===== config.mk =====
export PLATFORM = sky130hd
export DESIGN_NAME = aes_dec_ctrl
export DESIGN_NICKNAME = d
export VERILOG_FILES = /design/src/rtl/aes_dec_ctrl.sv
export SDC_FILE = /design/constraint.sdc
export NUM_CORES = 2
export LEC_CHECK = 0
export BUFFER_PORTS_ARGS = -buffer_cell sky130_fd_sc_hd__buf_2
export CELL_PAD_IN_SITES_DETAIL_PLACEMENT = 0
export CELL_PAD_IN_SITES_GLOBAL_PLACEMENT = 1
export CORE_MARGIN = 2
export CORE_UTILIZATION = 52
export CTS_BUF_LIST = sky130_fd_sc_hd__clkbuf_2 sky130_fd_sc_hd__clkbuf_4 sky130_fd_sc_hd__clkbuf_8
export DETAILED_ROUTE_END_ITERATION = 6
export GPL_ROUTABILITY_DRIVEN = 0
export PLACE_DENSITY = 0.78
export SYNTH_ARGS = -nofsm -noshare
export SYNTH_HDL_FRONTEND = slang
export SYNTH_SLANG_ARGS = --single-unit

===== constraint.sdc =====
create_clock -name clk -period 18.2 [get_ports clk]
set_clock_uncertainty 0.05 [all_clocks]
set_input_delay 4.55 -clock clk [delete_from_list [all_inputs] [get_ports clk]]
set_output_delay 4.55 -clock clk [all_outputs]
set_load 0.05 [all_outputs]

===== src/rtl/aes_dec_ctrl.sv =====
// aes_dec_ctrl: sequencing controller for the AES decipher round datapath.
// Holds round keys, starts the core, answers key requests, buffers plaintext.
module aes_dec_ctrl #(
    parameter int BLK_S      = 128,
    parameter int RK_BITS    = 128,
    parameter int CNT_W      = 4,
    parameter int MAX_ROUNDS = 14
) (
    input  logic               clk,
    input  logic               reset,
    input  logic               key_wr_en,
    input  logic [CNT_W-1:0]   key_wr_addr,
    input  logic [RK_BITS-1:0] key_wr_data,
    output logic               key_wr_ready,
    input  logic               cfg_load,
    input  logic [CNT_W-1:0]   rounds_cfg,
    output logic               cfg_err,
    input  logic               s_valid,
    output logic               s_ready,
    input  logic [BLK_S-1:0]   s_data,
    output logic               m_valid,
    input  logic               m_ready,
    output logic [BLK_S-1:0]   m_data,
    output logic               busy,
    output logic               dec_en,
    output logic [BLK_S-1:0]   dec_ciphertext,
    output logic [CNT_W-1:0]   dec_rounds,
    output logic [RK_BITS-1:0] dec_key,
    output logic               dec_key_valid,
    input  logic               dec_key_req,
    input  logic [CNT_W-1:0]   dec_round_key_no,
    input  logic [BLK_S-1:0]   dec_plaintext,
    input  logic               dec_en_o
);

    typedef enum logic [1:0] {
        S_IDLE,
        S_START,
        S_RUN
    } state_t;

    state_t r_state;
    state_t w_state_nxt;

    logic [RK_BITS-1:0] r_store [0:MAX_ROUNDS];

    logic               r_keys_ok;
    logic               r_m_valid;
    logic [BLK_S-1:0]   r_m_data;
    logic [BLK_S-1:0]   r_ct;
    logic [CNT_W-1:0]   r_rounds;
    logic [RK_BITS-1:0] r_key;
    logic               r_key_valid;
    logic               r_cfg_err;

    logic w_idle;
    logic w_run;
    logic w_accept;
    logic w_key_wr;
    logic w_cfg;
    logic w_cfg_ok;
    logic w_rd_ok;
    logic w_done;
    logic w_dec_en;

    assign w_idle   = (r_state == S_IDLE);
    assign w_run    = (r_state == S_RUN);
    assign s_ready  = w_idle & r_keys_ok & (~r_m_valid | m_ready);
    assign w_accept = s_valid & s_ready;
    assign w_key_wr = key_wr_en & w_idle
                    & (key_wr_addr <= CNT_W'(MAX_ROUNDS));
    assign w_cfg    = cfg_load & w_idle;
    assign w_cfg_ok = (rounds_cfg == CNT_W'(10))
                    | (rounds_cfg == CNT_W'(12))
                    | (rounds_cfg == CNT_W'(14));
    assign w_rd_ok  = (dec_round_key_no <= CNT_W'(MAX_ROUNDS));
    assign w_done   = w_run & dec_en_o;

    always_ff @(posedge clk) begin
        if (reset) begin
            r_state <= S_IDLE;
        end else begin
            r_state <= w_state_nxt;
        end
    end

    always_comb begin
        w_state_nxt = r_state;
        w_dec_en    = 1'b0;
        unique case (r_state)
            S_IDLE: begin
                if (w_accept) begin
                    w_state_nxt = S_START;
                end
            end
            S_START: begin
                w_dec_en    = 1'b1;
                w_state_nxt = S_RUN;
            end
            S_RUN: begin
                if (dec_en_o) begin
                    w_state_nxt = S_IDLE;
                end
            end
            default: w_state_nxt = S_IDLE;
        endcase
    end

    // Key contents survive reset; only the usable flag is cleared.
    always_ff @(posedge clk) begin
        if (w_key_wr) begin
            r_store[key_wr_addr] <= key_wr_data;
        end
    end

    always_ff @(posedge clk) begin
        if (reset) begin
            r_keys_ok <= 1'b0;
            r_rounds  <= '0;
            r_cfg_err <= 1'b0;
        end else begin
            r_cfg_err <= w_cfg & ~w_cfg_ok;
            if (w_key_wr) begin
                r_keys_ok <= 1'b0;
            end
            if (w_cfg) begin
                r_keys_ok <= w_cfg_ok;
                if (w_cfg_ok) begin
                    r_rounds <= rounds_cfg;
                end
            end
        end
    end

    always_ff @(posedge clk) begin
        if (reset) begin
            r_ct        <= '0;
            r_key       <= '0;
            r_key_valid <= 1'b0;
        end else begin
            if (w_accept) begin
                r_ct <= s_data;
            end
            r_key_valid <= w_run & dec_key_req;
            if (w_run && dec_key_req) begin
                r_key <= w_rd_ok ? r_store[dec_round_key_no] : '0;
            end
        end
    end

    // Output register; a drain and a new capture never coincide.
    always_ff @(posedge clk) begin
        if (reset) begin
            r_m_valid <= 1'b0;
            r_m_data  <= '0;
        end else if (w_done) begin
            r_m_valid <= 1'b1;
            r_m_data  <= dec_plaintext;
        end else if (r_m_valid && m_ready) begin
            r_m_valid <= 1'b0;
        end
    end

    assign key_wr_ready   = w_idle;
    assign cfg_err        = r_cfg_err;
    assign m_valid        = r_m_valid;
    assign m_data         = r_m_data;
    assign busy           = ~w_idle;
    assign dec_en         = w_dec_en;
    assign dec_ciphertext = r_ct;
    assign dec_rounds     = r_rounds;
    assign dec_key        = r_key;
    assign dec_key_valid  = r_key_valid;

endmodule


Word level (Yosys, flattened, before mapping)
Memory sizes are Yosys's and may differ from the RTL's.
Index checks and enable logic that the tools add are counted.
{"block": "totals", "latchBits": 0, "romBits": 0, "out_inout_bits": 395, "regBits": 394, "elab_cells": 52, "ram_bits": 1920, "memories": 1}
{"name": "r_store", "depth": 15, "width": 128, "rd": 1, "rd_clocked_by_memory_dff": 0, "write_ports": 1, "line": "45", "text": "logic [RK_BITS-1:0] r_store [0:MAX_ROUNDS];"}
{"block": "op_classes", "bitwise_logic": 15, "shift": 0, "eq_ne": 7, "n_mux": 11, "n_reduce_logical": 7, "multipliers": 0, "n_addsub": 0, "div_mod_pow": 0, "magnitude_cmp": 2}
{"operator": "two-way mux 128 bit", "n": 1}
{"operator": "equality test 4 bit, second input constant", "n": 3}
{"operator": "AND 1 bit", "n": 9}
{"operator": "less-or-equal comparator 4 bit, second input constant", "n": 2}
{"operator": "two-way mux 1 bit", "n": 7}
{"operator": "one-hot mux 2 bit (3 select lines)", "n": 1}
{"operator": "two-way mux 2 bit", "n": 2}
{"operator": "AND reduction 2 bit", "n": 2}
{"operator": "nonzero test 2 bit", "n": 2}
{"operator": "inverter 1 bit", "n": 3}
{"operator": "OR 1 bit", "n": 3}
{"operator": "equality test 2 x 1 -> 1 bit, second input constant", "n": 1}
{"operator": "equality test 2 bit, second input constant", "n": 1}
{"operator": "logical AND 1 bit", "n": 2}
{"operator": "logical NOT 2 bit", "n": 1}
{"operator": "inequality test 2 x 1 -> 1 bit, second input constant", "n": 1}
{"operator": "inequality test 2 bit, second input constant", "n": 1}

Depth between registers and ports, before layout
{"block": "logic_depth", "word_depth": 6, "depth_mapped": 9, "depth_no_buf": 4}

Least setup slack after synthesis
No wires, ideal clock.
{"block": "synth_path", "kind": "input-to-reg", "startpoint": "input key_wr_addr[0]", "endpoint": "memory r_store[0][0], enable pin", "path_buffers": 0, "cell_stages": 2, "arrival_time_ps": 13624, "path_slack_ps": 3754, "setup_time_ps": 772, "required_ps": 17378, "path_cell_list": "or3_1 > nor3_1"}
{"block": "synth_via", "elab_chain_len": 4}
{"element": "start, declared", "line": "12", "text": "input logic [CNT_W-1:0] key_wr_addr,"}
{"element": "less-or-equal comparator 4 bit", "line": "71", "text": "& (key_wr_addr <= CNT_W'(MAX_ROUNDS));"}
{"element": "AND 1 bit", "line": "71"}
{"element": "two-way mux 1 bit", "line": "111", "text": "if (w_key_wr) begin"}
{"element": "two-way mux 1 bit (implied by the code)", "line": "112", "text": "r_store[key_wr_addr] <= key_wr_data;"}
{"element": "end, declared", "line": "45"}
Several ways; a longest one is shown, not always the timed one.

Worst setup path in the final report
{"block": "layout_path", "startpoint": "input m_ready", "endpoint": "output s_ready"}
{"block": "layout_via", "elab_chain_len": 2}
{"element": "start, declared", "line": "22", "text": "input logic m_ready,"}
{"element": "OR 1 bit", "line": "68", "text": "assign s_ready = w_idle & r_keys_ok & (~r_m_valid | m_ready);"}
{"element": "AND 1 bit", "line": "68"}
{"element": "end, declared", "line": "19", "text": "output logic s_ready,"}
Every way passes these cells.

==> results.txt <==
The worst slew slack as a fraction of its limit came out at 0.273. The vertical extent of the die is about 410 µm. The critical path's top delay family is simple AND/OR/NAND/NOR gates. Among the stages of the critical path, the cell type that occurs most often is sky130_fd_sc_hd__buf_2. Yosys printed 0 warnings. The routed wire length came out at 249000 µm. The total count of max-transition violations in the final report is 0. The worst-case IR drop observed on VDD is about 74 µV. The fraction of layout cells with a size suffix above 1 came out at 0.296.

The area growth from synthesis to final layout is 16.5%. The area of the mapped netlist is 85500 µm². The class of the most critical hold timing path is register to register.

STA classifies the critical path endpoint as an output pin. The final number of setup-violating endpoints is 0. The launching point of the worst reg2reg path is r_state[1]. The count of cells along the worst hold path is 2.

The run finished with clean final reports. The critical path goes through buf_2 > nand2b_1 > and3_1 > buf_2. The CTS H-tree depth came out at 5. Static timing analysis puts the maximum clock frequency at just over 100 MHz. The number of nets in the finished design is roughly 6200.

The initial standard-cell utilization of the core is 0.525. The largest net degree at the start of global routing is about 130. The clock period minus worst slack came out at 9.85 ns. The worst endpoint required time is around 14 ns.

The completed layout was analyzed and its total power is about 11000 µW. For this design, the sink count on the clock tree is ~2300. The transition time of the tightest slew-check pin is about 1.1 ns. The synthesized flop and latch total came out at approximately 2300. The total CTS buffers is approximately 380. The number of hold violations in the final report is 0. In this run the most critical hold path is launched from dec_ciphertext[91]. The delay of the slowest cell on the worst path came out at 0.21 ns.

The wire length of the first global-routing pass is approximately 350000 µm. The slowest stage of the critical path is the sky130_fd_sc_hd__and3_1 cell. The number of distinct library cells after synthesis came out at 36. The ratio of routed vias to standard cells is roughly 6.0.

The final cycle utilization of the critical path is 0.541. The highest fanout seen on the critical path is 4. The floorplan step defined a core boundary enclosing ~160000 µm². The path with the worst hold slack has its endpoint at dec_ciphertext[91].

The synthesized design spends more area on one cell type than any other, namely sky130_fd_sc_hd__edfxtp_1. The area fraction of the dominant cell type after synthesis came out at 0.674. The number of global-route vias before repair is between 40000 and 50000.

The routed via count came out at ~50000. The initial antenna violation count is 107. The number of nets in the synthesized netlist is roughly 5300. The endpoint of the worst register-to-register path is r_store[12][89].

The detailed router finished its first iteration with 4998 violations. The worst register-to-register path has a depth of 7. The count of pins on the block boundary came out at roughly 800.

The number of buffers on the longest clock path came out at 4. The die is between 400 and 500 µm wide. The die covers between 150000 and 200000 µm². The DRC violations left is 0. The number of port buffers is ~800.

The arrival time at the worst endpoint is between 5 and 6 ns. The total overflow reported by the global router came out at 0. The worst setup path is launched from an input port.

The number of buffers and inverters on the critical path came out at 2. After clock tree synthesis, the clock-pin slew on the worst setup and hold paths is about 0.050 ns. The insertion delay of the later-clocked pin in the worst-skew pair is 1.06 ns.

The sum of negative setup slack came out at 0 ns. TritonCTS built the clock tree. The cell count after synthesis came out at a little under 5000.

The number of buffers added for setup after CTS came out at 0. The HPWL reported at the end of detailed placement is 145000 µm. The sequential-to-total area share from yosys stat is 0.767.

The number of iterations in the first detailed-routing pass came out at 5. The per-instance average area after synthesis is ~18 µm². The leakage power is between 0.03 and 0.04 µW. The routed length per instance is 29.9 µm. The first element of the critical path is m_ready.

For this run, the total global-route usage over all layers was measured as 0.291. In this run, post-CTS hold repair placed 0 buffers. The power per cell area came out at roughly 110 nW/µm².

The critical path class is input port to output pin. The count of max-cap constraint violations came out at 0. The cell sitting at the root of the clock tree is a sky130_fd_sc_hd__clkbuf_8.

The worst setup slack for register-to-register paths is 13.59 ns. Setup repair after global routing left no endpoint under its margin. Ranked by total cell area, the synthesized netlist is headed by sky130_fd_sc_hd__edfxtp_1 (67%), sky130_fd_sc_hd__dfxtp_1 (9.2%), sky130_fd_sc_hd__mux4_2 (6.8%), sky130_fd_sc_hd__mux2i_1 (6.0%), sky130_fd_sc_hd__nand2_1 (2.3%). The number of cells upsized or downsized after cts came out at 0. The floorplan row count is ~150. The number of routed nets with antenna violations came out at 0. The post-route core utilization came out at 0.611.
-- flip-flops by register name, indices dropped and copies added, names as in the netlist --
register,count
cfg_err,1
dec_ciphertext,128
dec_key,128
dec_key_valid,1
dec_rounds,4
m_data,128
m_valid,1
r_keys_ok,1
r_state,2
r_store,1920
-- layout by cell type (no fill, tap or decap), types with 2 or more instances in the layout --
master and n:
sky130_fd_sc_hd__edfxtp_1 1920, sky130_fd_sc_hd__buf_2 794, sky130_fd_sc_hd__nand2_1 515, sky130_fd_sc_hd__mux2i_1 513
sky130_fd_sc_hd__clkbuf_8 442, sky130_fd_sc_hd__dfxtp_1 394, sky130_fd_sc_hd__a21oi_1 385, sky130_fd_sc_hd__nor2_1 262
sky130_fd_sc_hd__mux4_2 257, sky130_fd_sc_hd__clkbuf_4 144, sky130_fd_sc_hd__a221oi_1 127, sky130_fd_sc_hd__a221o_1 127
sky130_fd_sc_hd__buf_4 76, sky130_fd_sc_hd__diode_2 64, sky130_fd_sc_hd__clkinv_2 39, sky130_fd_sc_hd__clkinv_1 30
sky130_fd_sc_hd__nor2_4 12, sky130_fd_sc_hd__bufinv_16 8, sky130_fd_sc_hd__clkinvlp_4 7, sky130_fd_sc_hd__buf_12 6
sky130_fd_sc_hd__nor3_2 4, sky130_fd_sc_hd__buf_8 4, sky130_fd_sc_hd__nand2b_1 3, sky130_fd_sc_hd__nand4_1 3
sky130_fd_sc_hd__nor2b_1 2, sky130_fd_sc_hd__inv_1 2, sky130_fd_sc_hd__nand4b_1 2, sky130_fd_sc_hd__nand3_1 2
sky130_fd_sc_hd__nor2b_4 2, sky130_fd_sc_hd__nor3b_1 2
-- how the worst max path moves through the flow --
stage          cells after the start             to
4_1_cts                            4        s_ready
6_report                           4        s_ready
2_1_floorplan                      2  r_store[0][0]
5_1_grt                            4        s_ready
3_3_place_gp                       4        s_ready
3_5_place_dp                       4        s_ready
-- where the power goes --
group,switching (µW),internal [µW],leakage [µW]
combinational,308,154,0.0109
clock,1990,2610,0.00416
sequential,14.5,5790,0.0205
-- cell type report --
class | instances | area, µm²
diodes | 64 | 160
clock buffers | 586 | 7160
clock inverters | 85 | 609
fillers | 12086 | 63400
inverters | 2 | 7.51
multi-input cells | 2236 | 18600
flip-flops and latches | 2314 | 65500
well taps | 2175 | 2720
repair buffers | 880 | 4720
-- per-layer routing --
layer | routed length, µm | track usage | vias to the layer above
li1 | - | - | 21053
met1 | 94000 | 0.370 | 25536
met2 | 120000 | 0.465 | 2405
met3 | 21200 | 0.0710 | 595
met4 | 13800 | 0.158 | 58
met5 | 374 | 0 | -
-- worst reg2reg max path, delay by kind of cell (launching register included) --
kind	cells	cell delay (ns)
DFF	1	0.34
and+or+nand+nor	4	1.27
buffers and inverters	3	2.50
-- Yosys cell counts --
| cell | number |
|---|---|
| sky130_fd_sc_hd__a21oi_1 | 386 |
| sky130_fd_sc_hd__a221o_1 | 127 |
| sky130_fd_sc_hd__a221oi_1 | 127 |
| sky130_fd_sc_hd__a2bb2oi_1 | 1 |
| sky130_fd_sc_hd__a31oi_1 | 1 |
| sky130_fd_sc_hd__and2_1 | 1 |
| sky130_fd_sc_hd__and3_1 | 1 |
| sky130_fd_sc_hd__and4_1 | 1 |
| sky130_fd_sc_hd__and4bb_2 | 1 |
| sky130_fd_sc_hd__buf_1 | 2 |
| sky130_fd_sc_hd__buf_2 | 121 |
| sky130_fd_sc_hd__buf_4 | 3 |
| sky130_fd_sc_hd__buf_6 | 24 |
| sky130_fd_sc_hd__clkbuf_1 | 148 |
| sky130_fd_sc_hd__dfxtp_1 | 394 |
| sky130_fd_sc_hd__edfxtp_1 | 1920 |
| sky130_fd_sc_hd__inv_1 | 2 |
| sky130_fd_sc_hd__mux2i_1 | 513 |
| sky130_fd_sc_hd__mux4_2 | 257 |
| sky130_fd_sc_hd__nand2_1 | 516 |
| sky130_fd_sc_hd__nand2_4 | 1 |
| sky130_fd_sc_hd__nand2b_1 | 4 |
| sky130_fd_sc_hd__nand3_1 | 3 |
| sky130_fd_sc_hd__nand4_1 | 3 |
| sky130_fd_sc_hd__nand4b_1 | 2 |
| sky130_fd_sc_hd__nor2_1 | 273 |
| sky130_fd_sc_hd__nor2_2 | 1 |
| sky130_fd_sc_hd__nor2_4 | 1 |
| sky130_fd_sc_hd__nor2b_1 | 4 |
| sky130_fd_sc_hd__nor3_1 | 5 |
| sky130_fd_sc_hd__nor3b_1 | 2 |
| sky130_fd_sc_hd__nor4b_4 | 1 |
| sky130_fd_sc_hd__o21ai_0 | 1 |
| sky130_fd_sc_hd__o21ai_1 | 1 |
| sky130_fd_sc_hd__or3_1 | 1 |
| sky130_fd_sc_hd__or3b_1 | 1 |
-- cell families (layout without fill, tap and decap cells) --
| logic type | after synthesis | in the layout | synth area share |
|---|---|---|---|
| AND/OR/NAND/NOR | 822 | 822 | 0.0375 |
| AO/OA/AOI/OAI | 644 | 644 | 0.0508 |
| buffers and inverters | 300 | 1553 | 0.0172 |
| flip-flops | 2314 | 2314 | 0.767 |
| multiplexers | 770 | 770 | 0.128 |
| other | 0 | 64 | 0 |
-- metrics by stage --
step | cell area [µm²] | cells | hold WS [ns] | worst slack [ns]
2_1_floorplan | 85500 | 4850 | 0.449 | 3.75
6_report | 99600 | 8342 | 0.399 | 8.35
3_5_place_dp | 91600 | 7607 | 0.393 | 8.37
5_1_grt | 99500 | 8313 | 0.417 | 8.34
4_1_cts | 99400 | 8278 | 0.401 | 8.37
3_3_place_gp | 91600 | 7607 | 0.390 | 8.37
(Power assumes the default switching activity.)
